===== config.mk =====
export PLATFORM = sky130hd
export DESIGN_NAME = wb_stream_reader_fsm
export DESIGN_NICKNAME = d
export VERILOG_FILES = /design/src/rtl/wb_stream_reader_fsm.sv
export SDC_FILE = /design/constraint.sdc
export NUM_CORES = 1
export LEC_CHECK = 0
export CAP_MARGIN = 20
export CORE_MARGIN = 10
export CORE_UTILIZATION = 50
export DETAILED_ROUTE_END_ITERATION = 16
export GPL_TIMING_DRIVEN = 0
export PLACE_DENSITY = 0.69
export REMOVE_ABC_BUFFERS = 1
export SYNTH_ARGS = -nofsm -noshare
export SYNTH_HDL_FRONTEND = slang
export SYNTH_SLANG_ARGS = --single-unit

===== constraint.sdc =====
create_clock -name wb_clk_i -period 16.6 [get_ports wb_clk_i]
set_input_delay 2.49 -clock wb_clk_i [delete_from_list [all_inputs] [get_ports wb_clk_i]]
set_output_delay 2.49 -clock wb_clk_i [all_outputs]
set_load 0.05 [all_outputs]

===== src/rtl/wb_stream_reader_fsm.sv =====
// Memory-to-stream DMA: Wishbone B3 incrementing-burst reads into a FWFT FIFO, drained as a valid/ready stream.
// Optional bus-error handling and err_o port are compiled in with WB_STREAM_READER_ERR_EN.
module wb_stream_reader_fsm #(
  parameter int WB_AW   = 32,
  parameter int WB_DW   = 32,
  parameter int FIFO_AW = 4
) (
  input  logic               wb_clk_i,
  input  logic               wb_rst_i,
  input  logic               enable,
  input  logic [WB_AW-1:0]   start_adr,
  input  logic [WB_AW-1:0]   buf_size,
  input  logic [WB_AW-1:0]   burst_size,
  output logic               busy,
  output logic [WB_DW-1:0]   tx_cnt,
  output logic [WB_AW-1:0]   wbm_adr_o,
  input  logic [WB_DW-1:0]   wbm_dat_i,
  output logic [WB_DW/8-1:0] wbm_sel_o,
  output logic               wbm_we_o,
  output logic               wbm_cyc_o,
  output logic               wbm_stb_o,
  output logic [2:0]         wbm_cti_o,
  output logic [1:0]         wbm_bte_o,
  input  logic               wbm_ack_i,
  input  logic               wbm_err_i,
  output logic [WB_DW-1:0]   stream_data_o,
  output logic               stream_valid_o,
  input  logic               stream_ready_i
`ifdef WB_STREAM_READER_ERR_EN
  , output logic             err_o
`endif
);

  localparam int unsigned DEPTH = 1 << FIFO_AW;
  localparam logic [WB_AW-1:0] DEPTH_W = WB_AW'(DEPTH);

  typedef enum logic [1:0] {IDLE, WAIT_SPACE, BURST, DRAIN} state_t;

  state_t             state_q, state_d;
  logic               enable_q;
  logic [WB_AW-1:0]   adr_q, adr_d;
  logic [WB_AW-1:0]   remaining_q, remaining_d;
  logic [WB_DW-1:0]   tx_cnt_q, tx_cnt_d;
  logic               busy_q, busy_d;
  logic               cyc_q, cyc_d;
  logic [2:0]         cti_q, cti_d;
  logic [FIFO_AW:0]   beats_q, beats_d;
  logic [FIFO_AW:0]   wptr_q, wptr_d, rptr_q, rptr_d;
  logic               valid_q, valid_d;
  logic [WB_DW-1:0]   mem_q [DEPTH];
  logic               push, pop;
  logic [FIFO_AW:0]   fill;
  logic [WB_AW-1:0]   free_w, bs, blen;
`ifdef WB_STREAM_READER_ERR_EN
  logic               err_q, err_d;
  logic               lsb_unused;
  assign lsb_unused = ^start_adr[1:0];
`else
  logic               in_unused;
  assign in_unused = wbm_err_i ^ (^start_adr[1:0]);
`endif

  assign fill   = wptr_q - rptr_q;
  assign free_w = WB_AW'(DEPTH) - WB_AW'(fill);
  assign pop    = valid_q & stream_ready_i;

  // Burst length is clipped to what is left and to the FIFO depth, so a burst always fits once free.
  always_comb begin
    bs   = (burst_size == '0) ? WB_AW'(1) : burst_size;
    blen = (bs < remaining_q) ? bs : remaining_q;
    if (blen > DEPTH_W) blen = DEPTH_W;
  end

  always_comb begin
    state_d     = state_q;
    adr_d       = adr_q;
    remaining_d = remaining_q;
    tx_cnt_d    = tx_cnt_q;
    busy_d      = busy_q;
    cyc_d       = cyc_q;
    cti_d       = cti_q;
    beats_d     = beats_q;
    push        = 1'b0;
`ifdef WB_STREAM_READER_ERR_EN
    err_d       = err_q;
`endif
    case (state_q)
      IDLE: begin
        if (enable && !enable_q) begin
          adr_d       = {start_adr[WB_AW-1:2], 2'b00};
          remaining_d = buf_size;
          tx_cnt_d    = '0;
          busy_d      = 1'b1;
`ifdef WB_STREAM_READER_ERR_EN
          err_d       = 1'b0;
`endif
          state_d     = (buf_size == '0) ? DRAIN : WAIT_SPACE;
        end
      end
      WAIT_SPACE: begin
        if (free_w >= blen) begin
          cyc_d   = 1'b1;
          cti_d   = (blen == WB_AW'(1)) ? 3'b111 : 3'b010;
          beats_d = (FIFO_AW+1)'(blen);
          state_d = BURST;
        end
      end
      BURST: begin
`ifdef WB_STREAM_READER_ERR_EN
        if (wbm_err_i) begin
          cyc_d       = 1'b0;
          cti_d       = 3'b000;
          remaining_d = '0;
          err_d       = 1'b1;
          state_d     = DRAIN;
        end else
`endif
        if (wbm_ack_i) begin
          push        = 1'b1;
          adr_d       = adr_q + WB_AW'(4);
          tx_cnt_d    = tx_cnt_q + WB_DW'(1);
          remaining_d = remaining_q - WB_AW'(1);
          beats_d     = beats_q - (FIFO_AW+1)'(1);
          if (beats_q == (FIFO_AW+1)'(1)) begin
            cyc_d   = 1'b0;
            cti_d   = 3'b000;
            state_d = (remaining_q == WB_AW'(1)) ? DRAIN : WAIT_SPACE;
          end else if (beats_q == (FIFO_AW+1)'(2)) begin
            cti_d = 3'b111;
          end
        end
      end
      DRAIN: begin
        if (wptr_q == rptr_q) begin
          busy_d  = 1'b0;
          state_d = IDLE;
        end
      end
      default: state_d = IDLE;
    endcase
  end

  always_comb begin
    wptr_d  = wptr_q + (FIFO_AW+1)'(push);
    rptr_d  = rptr_q + (FIFO_AW+1)'(pop);
    valid_d = (wptr_d != rptr_d);
  end

  always_ff @(posedge wb_clk_i or posedge wb_rst_i) begin
    if (wb_rst_i) begin
      state_q     <= IDLE;
      enable_q    <= 1'b0;
      adr_q       <= '0;
      remaining_q <= '0;
      tx_cnt_q    <= '0;
      busy_q      <= 1'b0;
      cyc_q       <= 1'b0;
      cti_q       <= 3'b000;
      beats_q     <= '0;
      wptr_q      <= '0;
      rptr_q      <= '0;
      valid_q     <= 1'b0;
    end else begin
      state_q     <= state_d;
      enable_q    <= enable;
      adr_q       <= adr_d;
      remaining_q <= remaining_d;
      tx_cnt_q    <= tx_cnt_d;
      busy_q      <= busy_d;
      cyc_q       <= cyc_d;
      cti_q       <= cti_d;
      beats_q     <= beats_d;
      wptr_q      <= wptr_d;
      rptr_q      <= rptr_d;
      valid_q     <= valid_d;
    end
  end

`ifdef WB_STREAM_READER_ERR_EN
  always_ff @(posedge wb_clk_i or posedge wb_rst_i) begin
    if (wb_rst_i) err_q <= 1'b0;
    else          err_q <= err_d;
  end
  assign err_o = err_q;
`endif

  always_ff @(posedge wb_clk_i) begin
    if (push) mem_q[wptr_q[FIFO_AW-1:0]] <= wbm_dat_i;
  end

  assign busy           = busy_q;
  assign tx_cnt         = tx_cnt_q;
  assign wbm_adr_o      = adr_q;
  assign wbm_sel_o      = '1;
  assign wbm_we_o       = 1'b0;
  assign wbm_cyc_o      = cyc_q;
  assign wbm_stb_o      = cyc_q;
  assign wbm_cti_o      = cti_q;
  assign wbm_bte_o      = 2'b00;
  assign stream_data_o  = mem_q[rptr_q[FIFO_AW-1:0]];
  assign stream_valid_o = valid_q;

endmodule


Word-level counts from Yosys, hierarchy flattened. Memory sizes are Yosys's and may differ from the RTL's. Index checks and enable logic that the tools add are counted. Widths: inputs -> output; s select.

Register bits: 120. Latch bits: 0. RAM bits: 512. Memory bits (read-only): 0. Input bits: 134. Output and inout bits: 110. Logic and storage cells: 94. Memories: 1.

Add/sub/neg operators: 8. Multiply operators: 0. Divide/modulo/power cells: 0. Magnitude comparators: 3. Eq/ne operators: 15. Shift-type cells: 0. Muxes and demuxes: 40. Bitwise logic cells: 1. Reductions and logical operators: 14.

Memories: mem_q (depth 16, bits a word 32, read ports 1, clocked after memory_dff 0, wr ports 1, line 50) `logic [WB_DW-1:0] mem_q [DEPTH];`.

Operator list (number): $mux 32 (9); $pmux 32 s2 (3); $eq 32x1->1 const B (2); $logic_not 32->1 (2); $add 32x1->32 const B (1); $add 32x3->32 const B (1); $ge 32x32->1 (1); $gt 32x5->1 const B (1); $lt 32x32->1 (1); $sub 32x1->32 const B (1); $mux 3 (5); $mux 2 (7); $add 5x1->5 (2); $mux 5 (2); $ne 2x2->1 const B (5); $pmux 5 s2 (1); $mux 1 (9); $reduce_and 3->1 (3); $pmux 2 s4 (1); $reduce_and 4->1 (2); $pmux 3 s2 (1); $reduce_bool 2->1 (3); $sub 5x5->6 const A (1); $eq 5x1->1 const B (1); other kinds (14) (16).

Depth between registers and ports, before layout. Gate-level depths: netlist of the first run.

Word-level depth: 10. Depth in mapped cells: 20. Depth with buffers taken out: 18.

Worst setup path after synthesis of the first run. Ideal clock, no wire load.

Path kind: in2reg. From: input burst_size[13]. To: register beats_q[0]. Setup time: 120 ps. Arrival: 6462 ps. Required time: 16480 ps. Path slack: 10018 ps. Cell stages on the path: 17. Buffers on the path: 1. Cell sequence: or4_1 nor3_1 nand4_1 o41ai_1 a21oi_1 nand2b_1 clkbuf_1 mux2_2 ha_1 o21ai_0 a21oi_1 o31ai_1 a211oi_1 nor4b_1 a21oi_1 mux2_2 a31o_2.

Word-level cells in the longest chain between the ends: 9. Elaborated cells between the ends (all ways): 11. Classes of those cells: order compare (3); eq/ne (1); mux (5); reduce/logical (2).

Ends and longest elaborated chain: start: declaration (line 13) `input logic [WB_AW-1:0] burst_size,`; $logic_not 32->1 (line 69) `bs = (burst_size == '0) ? WB_AW'(1) : burst_size;`; $mux 32 * (line 69); $lt 32x32->1 (line 70) `blen = (bs < remaining_q) ? bs : remaining_q;`; $mux 32 * (line 70); $gt 32x5->1 (line 71) `if (blen > DEPTH_W) blen = DEPTH_W;`; $mux 32 * (line 71); $ge 32x32->1 (line 101) `if (free_w >= blen) begin`; $ne 2x2->1 (no source line); $reduce_and 3->1 (no source line); end signal: assignment (line 172) `beats_q <= beats_d;`; end: declaration (line 47) `logic [FIFO_AW:0] beats_q, beats_d;`.

Mark *: on every way between the ends. The rest lies on a longest branch, timed or not. The select of a mux whose other input is x is not followed. A chain may end at the register's enable or synchronous reset.

Worst setup path in the final report of the first run.
From: input burst_size[6]. To: register beats_q[0].

Same word-level chain as after synthesis.

==> impl_metrics.ini, run 1 <==
[grt]
grt_max_degree = 64
antenna_found_initial = 8
grt_first_pass_wirelength_um = 109000
grt_pass1_vias = 17300
overflow = 0
track_usage = 0.216

[pwr]
ir_drop_mv = 0.0874
power.leakage_nw = 11.4
pwr_density_cell_nw_per_um2 = 107

[route]
drc = 0
drtAntennaViolNets = 0
drtPass1Iterations = 5
vias_per_cell = 5.98
dr.first_iter.drc_count = 1321
vias = 17000
drt_wl_total_um = 70900
wl_per_cell_um = 24.9

[critical_path]
cp_cell_sequence = clkdlybuf4s50_1, or4_1, nor2_1, nand4_1, o41ai_1, a21oi_1, nand2b_1, mux2_2, ha_1, o21ai_0, a21oi_1, o31ai_1, a211oi_1, nor4b_1, a21oi_1, mux2_2, a31o_2
startpoint_type = input port
r2r-start = rptr_q[0]
worst-setup-path-type = in -> reg
critPathRequiredTime_ns = 17.06
endpoint = beats_q[0]
r2r-end = beats_q[0]
cp_num_cells = 17
arrival_ns = 7.61
crit_slowest_cell = nor4b_1
slowest_delay_ns = 0.61
critPathLaunch = burst_size[6]
r2r_setup_slack_ns = 11.31
crit_family = simple AND/OR/NAND/NOR gates
path_buf_inv = 1
crit_fanout = 9
reg2reg_depth = 16
critical_path.most_common_cell = a21oi_1
endpoint_kind = register

[logic_synthesis]
avgSynthCellArea_um2 = 15.5
seq_area_frac_synth = 0.659
syn-cell-area_um2 = 27800
yosysUniqueCellTypes = 61
ys_ff_latch = 629
synth_top_area_frac = 0.554
yosysMostFrequentCell = edfxtp_1
yosys.area.top_type = edfxtp_1
synth_area_leaders = edfxtp_1, mux4_2, dfrtp_1
synth_edf_count = 512
netlist_instances = 1792
yosysWarningCount = 0
synthFlopType = edfxtp_1
async_flop_share = 0.186
yosys-top-cells-count = edfxtp_1, mux4_2, nor2_1

[clock_network]
cts.clk_slew.worst_paths_ns = 0.05
clock_path_buffers = 3
clock_sinks = 629
cts_inserted_buffers = 67
cts_tree = yes
cts-root-buf = clkbuf_16
clock_latency_ns = 0.61
post_cts_buffers = 0
cts_resized = 0
cts_hold_buffers = 0
htree_levels = 3

[timing]
fin_skew_ns = 0.0330
slew_headroom = 0.357
period_share = 0.430
final_max_slew_viol_count = 0
min_period_ns = 7.14
hold_viol = 0
grt_setup_unrepaired = no
max_freq_mhz = 140
worst_pin_slew_ns = 0.959
finalSetupViolCount = 0
fin_tns_setup_ns = 0

[final_layout]
fin_util = 0.612
fin_nets = 2265
area_growth_pct = 21.2
nFillCells = 3945
drive_gt1_frac = 0.158
final_cells = 2851

[run_status]
status = complete, no violations

[floorplan]
die_width_um = 256
num_rows = 86
ios = 244
die_y_um = 256
fp.coreArea_um2 = 55000
initial_utilization = 0.505
fp.dieArea_um2 = 65300

[place]
dp_cells = 2730
dp_hpwl_um = 46500
routabilityCongestion = 0.899
portBuffers = 231

[flow_run]
cap_violations = 0

[worst_hold_path]
hp-class = reg -> reg
-- sequential cells by signal, indices dropped and copies added (netlist names), 2 cells and up --
signal and count:
mem_q 512, remaining_q 32, tx_cnt 32, wbm_adr_o 30, beats_q 5, rptr_q 5
wptr_q 5, state_q 2, wbm_cti_o 2
-- cell families (layout without fill, tap and decap cells) --
group,Yosys count,count (layout),share of synthesized area
AO/OA/AOI/OAI,292,292,0.0618
XOR/XNOR,43,43,0.0136
adder cells (fa/ha/maj),80,80,0.0363
buffers and inverters,174,445,0.0253
flip-flops,629,629,0.659
multiplexers,167,167,0.133
other,2,42,0.000271
AND/OR/NAND/NOR,405,405,0.0707
-- through the flow --
step / instance area [µm²] / setup WS, ns / hold slack (ns) / total power [W]
6_report: 33600 / 9.46 / 0.488 / 0.00358
2_1_floorplan: 27400 / 6.79 / 0.470 / 0.00203
3_5_place_dp: 31600 / 8.82 / 0.484 / 0.00219
3_3_place_gp: 30600 / 2.77 / 0.476 / 0.00217
5_1_grt: 33600 / 9.03 / 0.518 / 0.00371
4_1_cts: 33600 / 9.42 / 0.495 / 0.00360
-- power breakdown --
group	switching (W)	internal (W)
clock network	0.000603	0.000821
registers	0.0000504	0.00175
logic	0.000229	0.000134
-- worst reg2reg max path, delay by kind of cell, from the launching register on --
| family | cells | cell delay (ns) |
|---|---|---|
| AOI/OAI and AO/OA | 5 | 1.39 |
| xor gates and xnor gates | 1 | 0.28 |
| adders and majority gates | 3 | 0.96 |
| buffers and inverters | 2 | 0.28 |
| DFF | 1 | 0.88 |
| muxes | 1 | 0.35 |
| and+or+nand+nor | 4 | 1.03 |
-- area by class of cell --
class	count	area (µm²)	share of cell area
Sequential cell	629	18300	0.544
Multi-Input combinational cell	1023	9020	0.268
Timing Repair Buffer	279	3100	0.0921
Clock buffer	86	1780	0.0529
Tap cell	748	936	0.0278
Clock inverter	29	282	0.00837
Inverter	51	199	0.00591
Antenna cell	6	15.0	0.000446
-- worst min path at each step --
stage                         start              end  cells past startpoint
floorplan           remaining_q[10]  remaining_q[10]                      2
global placement       wbm_cti_o[1]     wbm_cti_o[1]                      1
detailed placement     wbm_cti_o[1]     wbm_cti_o[1]                      1
CTS                    wbm_cti_o[1]     wbm_cti_o[1]                      1
global route           wbm_cti_o[1]     wbm_cti_o[1]                      1
finish                 wbm_cti_o[1]     wbm_cti_o[1]                      1
-- metal layers --
layer / global-route usage / vias to the layer above / part of all wire
li1: - / 7535 / -
met1: 0.283 / 8767 / 0.40
met2: 0.357 / 603 / 0.51
met3: 0.0374 / 136 / 0.058
met4: 0.0780 / 4 / 0.031
met5: 0 / - / 0.00038
-- cells in the final DEF (no fill, tap or decap), types with 36 or more instances in the layout --
cell type / Yosys / layout
edfxtp_1: 512 / 512
clkdlybuf4s50_1: 0 / 231
mux4_2: 160 / 160
dfrtp_1: 117 / 114
a21oi_1: 110 / 110
nor2_1: 121 / 106
nand2_1: 84 / 84
ha_1: 79 / 79
o21ai_0: 73 / 73
clkbuf_16: 0 / 67
nand3_1: 60 / 60
inv_1: 50 / 49
conb_1: 2 / 36
Note: power is estimated with default switching activity, not from simulation.
==> run 2: changes to the inputs <==
- clock period: 16.6 -> 6.78 ns (I/O delays scaled with it)
==> results of run 2 <==
Same layout as run 1 (identical final DEF). Status: complete, no violations.
Among the figures that moved: setup slack after placement 8.82 ns -> 0.471 ns; setup slack after layout 9.46 ns -> 1.11 ns; register-to-register setup slack 11.31 ns -> 1.49 ns; total power 0.00358 W -> 0.00877 W; worst IR drop on VDD 0.0874 mV -> 0.214 mV
